==> src/rtl/cpu_pkg.sv <==
// Shared constants and types for the CPU datapath, program RAM and RAM loader.
package cpu_pkg;

    localparam int RAM_DATA_W = 8;
    localparam int RAM_ADDR_W = 4;
    localparam int RAM_DEPTH  = 16;

    typedef enum logic [2:0] {
        S_IDLE,
        S_LOAD,
        S_CHECK,
        S_VERIFY,
        S_DONE,
        S_ERROR
    } ram_loader_state_t;

endpackage

==> src/rtl/ram_loader_sum.sv <==
// WIDTH-bit modulo-2**WIDTH accumulator with synchronous clear (priority) and enable.
module ram_loader_sum #(
    parameter int WIDTH = 8
) (
    input  logic             clk,
    input  logic             rst,
    input  logic             clr,
    input  logic             en,
    input  logic [WIDTH-1:0] din,
    output logic [WIDTH-1:0] sum
);

    logic [WIDTH-1:0] sum_reg;

    always_ff @(posedge clk or posedge rst) begin
        if (rst) begin
            sum_reg <= '0;
        end else if (clr) begin
            sum_reg <= '0;
        end else if (en) begin
            sum_reg <= sum_reg + din;
        end
    end

    assign sum = sum_reg;

endmodule

==> src/rtl/ram_loader.sv <==
// Streams 2**ADDR_W bytes into the program RAM over a valid/ready handshake while holding the CPU off.
// Define RAM_LOADER_VERIFY_EN to add a trailing checksum byte and a readback verify pass.
module ram_loader
    import cpu_pkg::*;
#(
    parameter int WIDTH  = RAM_DATA_W,
    parameter int ADDR_W = RAM_ADDR_W
) (
    input  logic              clk,
    input  logic              rst,
    input  logic              start,
    input  logic [WIDTH-1:0]  in_data,
    input  logic              in_valid,
    output logic              in_ready,
    output logic [ADDR_W-1:0] ram_addr,
    output logic [WIDTH-1:0]  ram_wdata,
    input  logic [WIDTH-1:0]  ram_rdata,
    output logic              ram_prog_en,
    output logic              ram_wr_en,
    output logic              ram_rd_en,
    output logic              cpu_hold,
    output logic              done,
    output logic              error,
    output logic [ADDR_W:0]   load_count
);

    localparam int                DEPTH      = 1 << ADDR_W;
    localparam logic [ADDR_W:0]   COUNT_FULL = (ADDR_W + 1)'(DEPTH);
    localparam logic [ADDR_W-1:0] LAST_ADDR  = '1;

    ram_loader_state_t state_reg;
    logic [ADDR_W-1:0] addr_reg;
    logic [ADDR_W:0]   load_count_reg;
    logic              start_accept;
    logic              in_load;
    logic              in_verify;

    assign in_load      = (state_reg == S_LOAD);
    assign in_verify    = (state_reg == S_VERIFY);
    assign start_accept = start && (state_reg == S_IDLE || state_reg == S_DONE ||
                                    state_reg == S_ERROR);

`ifdef RAM_LOADER_VERIFY_EN
    logic [WIDTH-1:0] wr_sum;
    logic [WIDTH-1:0] rb_sum;
    logic [WIDTH-1:0] rb_final;
    logic [WIDTH-1:0] checksum_reg;

    ram_loader_sum #(.WIDTH(WIDTH)) u_wr_sum (
        .clk (clk),
        .rst (rst),
        .clr (start_accept),
        .en  (in_load && in_valid),
        .din (in_data),
        .sum (wr_sum)
    );

    ram_loader_sum #(.WIDTH(WIDTH)) u_rb_sum (
        .clk (clk),
        .rst (rst),
        .clr (start_accept),
        .en  (in_verify),
        .din (ram_rdata),
        .sum (rb_sum)
    );

    // Include the byte on the bus this cycle so the last readback takes part in the compare.
    assign rb_final = rb_sum + ram_rdata;

    always_ff @(posedge clk or posedge rst) begin
        if (rst) begin
            checksum_reg <= '0;
        end else if (state_reg == S_CHECK && in_valid) begin
            checksum_reg <= in_data;
        end
    end
`else
    logic unused_rdata;
    assign unused_rdata = ^ram_rdata;
`endif

    always_ff @(posedge clk or posedge rst) begin
        if (rst) begin
            state_reg      <= S_IDLE;
            addr_reg       <= '0;
            load_count_reg <= '0;
        end else begin
            case (state_reg)
                S_IDLE, S_DONE, S_ERROR: begin
                    if (start) begin
                        state_reg      <= S_LOAD;
                        addr_reg       <= '0;
                        load_count_reg <= '0;
                    end
                end
                S_LOAD: begin
                    if (in_valid) begin
                        addr_reg <= addr_reg + 1'b1;
                        if (load_count_reg != COUNT_FULL) begin
                            load_count_reg <= load_count_reg + 1'b1;
                        end
                        if (addr_reg == LAST_ADDR) begin
`ifdef RAM_LOADER_VERIFY_EN
                            state_reg <= S_CHECK;
`else
                            state_reg <= S_DONE;
`endif
                        end
                    end
                end
`ifdef RAM_LOADER_VERIFY_EN
                S_CHECK: begin
                    if (in_valid) begin
                        addr_reg  <= '0;
                        state_reg <= S_VERIFY;
                    end
                end
                S_VERIFY: begin
                    addr_reg <= addr_reg + 1'b1;
                    if (addr_reg == LAST_ADDR) begin
                        if (rb_final == wr_sum && rb_final == checksum_reg) begin
                            state_reg <= S_DONE;
                        end else begin
                            state_reg <= S_ERROR;
                        end
                    end
                end
`endif
                default: state_reg <= S_IDLE;
            endcase
        end
    end

    // Only the write strobe and write data see the source combinationally.
    assign in_ready    = in_load || (state_reg == S_CHECK);
    assign ram_prog_en = in_load;
    assign ram_wr_en   = in_load && in_valid;
    assign ram_wdata   = in_load ? in_data : '0;
    assign ram_addr    = (in_load || in_verify) ? addr_reg : '0;
    assign cpu_hold    = in_load || (state_reg == S_CHECK) || in_verify ||
                         (state_reg == S_ERROR);
    assign done        = (state_reg == S_DONE);
    assign load_count  = load_count_reg;

`ifdef RAM_LOADER_VERIFY_EN
    assign ram_rd_en = in_verify;
    assign error     = (state_reg == S_ERROR);
`else
    assign ram_rd_en = 1'b0;
    assign error     = 1'b0;
`endif

endmodule

==> config.mk <==
export PLATFORM = sky130hd
export DESIGN_NAME = ram_loader
export DESIGN_NICKNAME = d
export VERILOG_FILES = /design/src/rtl/cpu_pkg.sv /design/src/rtl/ram_loader_sum.sv /design/src/rtl/ram_loader.sv
export SDC_FILE = /design/constraint.sdc
export NUM_CORES = 1
export LEC_CHECK = 0
export CAP_MARGIN = 20
export CORE_MARGIN = 3
export CORE_UTILIZATION = 41
export CTS_BUF_LIST = sky130_fd_sc_hd__clkbuf_8
export CTS_CLUSTER_SIZE = 14
export DETAILED_ROUTE_END_ITERATION = 12
export GPL_TIMING_DRIVEN = 0
export PLACE_DENSITY = 0.95
export SLEW_MARGIN = 20
export SYNTH_ARGS = -nofsm -noshare
export SYNTH_HDL_FRONTEND = slang
export SYNTH_SLANG_ARGS = --single-unit
==> constraint.sdc <==
create_clock -name clk -period 2.8 [get_ports clk]
set_input_delay 0.7 -clock clk [delete_from_list [all_inputs] [get_ports clk]]
set_output_delay 0.7 -clock clk [all_outputs]
set_load 0.03 [all_outputs]
==> flow_metrics.env <==
export IMPL_ys_warn_count=0
export IMPL_area_delta_synth_final_pct=58.90
export IMPL_critPathMaxStageDelay_ps=650
export IMPL_cts_clk_slew_worst_paths_ps=50
export IMPL_ys_types=35
export IMPL_fin_crit_sh=0.9629
export IMPL_slew_violations=0
export IMPL_gp_congestion=0.7508
export IMPL_cap_violations=0
export IMPL_grt_pass1_wl_mm=2.594
export IMPL_p_per_area_nw_per_um2=1001
export IMPL_core_area_sq_um=1594
export IMPL_grt_ovfl_total=0
export IMPL_critical_path_class="register to primary output"
export IMPL_p_sw_uw=514.9
export IMPL_largest_reg_flops=5
export IMPL_stdcell_area_sq_um=1161
export IMPL_synth_edff_count=0
export IMPL_r2r_start="load_count[0]$_DFFE_PP0P_"
export IMPL_regToRegEndpoint="load_count[1]$_DFFE_PP0P_"
export IMPL_seqPwrFrac=0.265
export IMPL_netlist_area_sq_um=730.7
export IMPL_io_pins=44
export IMPL_vias=658
export IMPL_antenna_found_initial=0
export IMPL_clock_path_buffers=2
export IMPL_fin_tns_setup_ps=0
export IMPL_crit_family="buffers and inverters"
export IMPL_ant_nets=0
export IMPL_root_buffer="clkbuf_8"
export IMPL_synth_area_leaders="dfrtp_1 38%, and2_1 7.7%, ha_1 5.1%"
export IMPL_numCtsBuffers=3
export IMPL_cts_hold_buf=0
export IMPL_fmax_ghz=0.3709
export IMPL_power_frac_clock=0.130
export IMPL_hold_viol=0
export IMPL_whs_endpoint="addr_reg[3]$_DFFE_PP0P_"
export IMPL_critPathSlowestCell="clkdlybuf4s50_1"
export IMPL_hp_start="addr_reg[3]$_DFFE_PP0P_"
export IMPL_placementRows=14
export IMPL_switching_share=0.4432
export IMPL_post_cts_setup_buffer_count=0
export IMPL_cts_tree="done"
export IMPL_grt_max_degree=12
export IMPL_cp_required_ps=2100
export IMPL_p_int_uw=647.0
export IMPL_end_kind="primary output"
export IMPL_wl_mm=1.768
export IMPL_antenna_diode_count=0
export IMPL_synth_top_cell_by_area="dfrtp_1"
export IMPL_final_cell_mix="23 x clkdlybuf4s50_1, 11 x dfrtp_1, 9 x and2_1, 9 x dlymetal6s2s_1, 5 x inv_1"
export IMPL_cp_max_fo=11
export IMPL_critPathLaunchType="register"
export IMPL_die_h_um=48.22
export IMPL_synth_top_area_frac=0.3767
export IMPL_vias_per_cell=4.947
export IMPL_setup_violations=0
export IMPL_start_util=0.4584
export IMPL_drc=0
export IMPL_rr_worst_depth=5
export IMPL_wl_per_cell_um=13.29
export IMPL_reg2reg_setup_slack_ps=1330
export IMPL_netlist_instances=71
export IMPL_insertion_delay_ps=230
export IMPL_layout_commonest_cell="clkdlybuf4s50_1"
export IMPL_finish_utilization=0.7284
export IMPL_h_tree_depth=1
export IMPL_rsz0062_at_grt="no"
export IMPL_status="finished, final reports clean"
export IMPL_ys_seq_area_frac=0.3767
export IMPL_cts_sinks=11
export IMPL_synthArstFlopShare=1.000
export IMPL_cp_arrival_ps=2000
export IMPL_setup_slack_ps=103.9
export IMPL_dp_hpwl_mm=1.363
export IMPL_whs_path_depth=1
export IMPL_hp_class="register to register"
export IMPL_drtIter0Drc=12
export IMPL_grt_pass1_vias=608
export IMPL_critical_path_buf_inv_count=4
export IMPL_die_area_sq_um=2325
export IMPL_ys_seq_elements=11
export IMPL_finalClockSkew_ps=1.216
export IMPL_period_needed_ps=2696
export IMPL_pwr_share_comb=0.605
export IMPL_synth_avg_cell_area_sq_um=10.29
export IMPL_die_x_um=48.22
export IMPL_dr_pass1_iters=4
export IMPL_nNetsFinal=133
export IMPL_grt_usage=0.1650
export IMPL_pre_cts_ws_ps=-94.31
export IMPL_fill_cells=114
export IMPL_io_buffers=33
export IMPL_drive_gt1_frac=0.1927
export IMPL_synth_ff_type="dfrtp_1"
export IMPL_leakagePower_uw=0.0005904
export IMPL_postPlaceCellArea_sq_um=1095
export IMPL_finalPower_uw=1162
export IMPL_ir_drop_mv=0.8148
export IMPL_path_cells="nand2b_2 -> clkinv_2 -> buf_6 -> buf_4 -> clkdlybuf4s50_1"
per-layer routing:
metal / vias up / GRT usage / routed length, um
li1: 317 / - / -
met3: 2 / 0.05166 / 197
met5: - / 0 / 0
met1: 298 / 0.1795 / 666
met4: 0 / 0.06989 / 6
met2: 41 / 0.2917 / 897
Yosys cell counts, types with 2 or more instances:
cell type / count
mux2i_1: 2
dfrtp_1: 11
and2_2: 3
inv_1: 4
buf_4: 3
o31ai_1: 3
nor2_1: 2
o221ai_1: 2
clkinv_2: 2
ha_1: 3
o21ai_0: 2
and2_1: 9
nand4b_1: 2
a21oi_1: 2
power groups by stage:
stage / combinational, uW / clock, uW / sequential [uW]
global route: 755 / 165 / 320
finish: 703 / 151 / 307
global placement: 693 / 0 / 305
detailed placement: 715 / 0 / 308
floorplan: 389 / 0 / 362
CTS: 718 / 157 / 307
what timing repair did:
item	in CTS	in global routing
pin swaps	0	0
resized for setup	1	9
setup endpoints to repair	1	9
worst max-delay path by stage:
stage                              end  slack [ps]  cells after the start                startpoint
after global placement       ram_wr_en         -90                      4                  in_valid
final                      ram_prog_en         100                      5  state_reg[2]$_DFFE_PP0P_
after CTS                 ram_wdata[0]          40                      5  state_reg[2]$_DFFE_PP0P_
after global routing       ram_prog_en           4                      5  state_reg[2]$_DFFE_PP0P_
after detailed placement     ram_wr_en         -90                      4                  in_valid
after floorplan            ram_addr[0]         910                      4  state_reg[2]$_DFFE_PP0P_
worst register-to-register path, stage by stage (launching register included):
cell      delay, ps
dfrtp_1         420
inv_1            70
ha_1            190
and4bb_2        240
nor2_4          130
mux2_4          310
metrics by stage:
| step | hold slack [ps] | cells |
|---|---|---|
| finish | 496.2 | 133 |
| detailed placement | 489.0 | 129 |
| CTS | 495.4 | 133 |
| global placement | 478.3 | 129 |
| floorplan | 452.8 | 72 |
| global route | 521.4 | 133 |
layout make-up:
| cell class | count | area, sq um | area share |
|---|---|---|---|
| clock buffers | 3 | 41.29 | 0.03556 |
| repair buffers | 33 | 351.6 | 0.3028 |
| flip-flops and latches | 11 | 275.3 | 0.2371 |
| clock inverters | 1 | 3.754 | 0.003233 |
| well taps | 24 | 30.03 | 0.02586 |
| plain buffers | 5 | 37.54 | 0.03233 |
| inverters | 6 | 25.02 | 0.02155 |
| multi-input cells | 50 | 396.6 | 0.3416 |
cell families (layout without fill, tap and decap cells):
group | Yosys count | in the layout | share of synthesized area
simple gates | 27 | 27 | 0.2791
compound gates | 13 | 13 | 0.1267
fa+ha+maj | 3 | 3 | 0.05138
mux | 4 | 4 | 0.06335
flops | 11 | 11 | 0.3767
buf+inv | 11 | 48 | 0.08560
other cells | 1 | 2 | 0.005132
xor+xnor | 1 | 1 | 0.01199
Note: power is estimated with default switching activity, not from simulation.
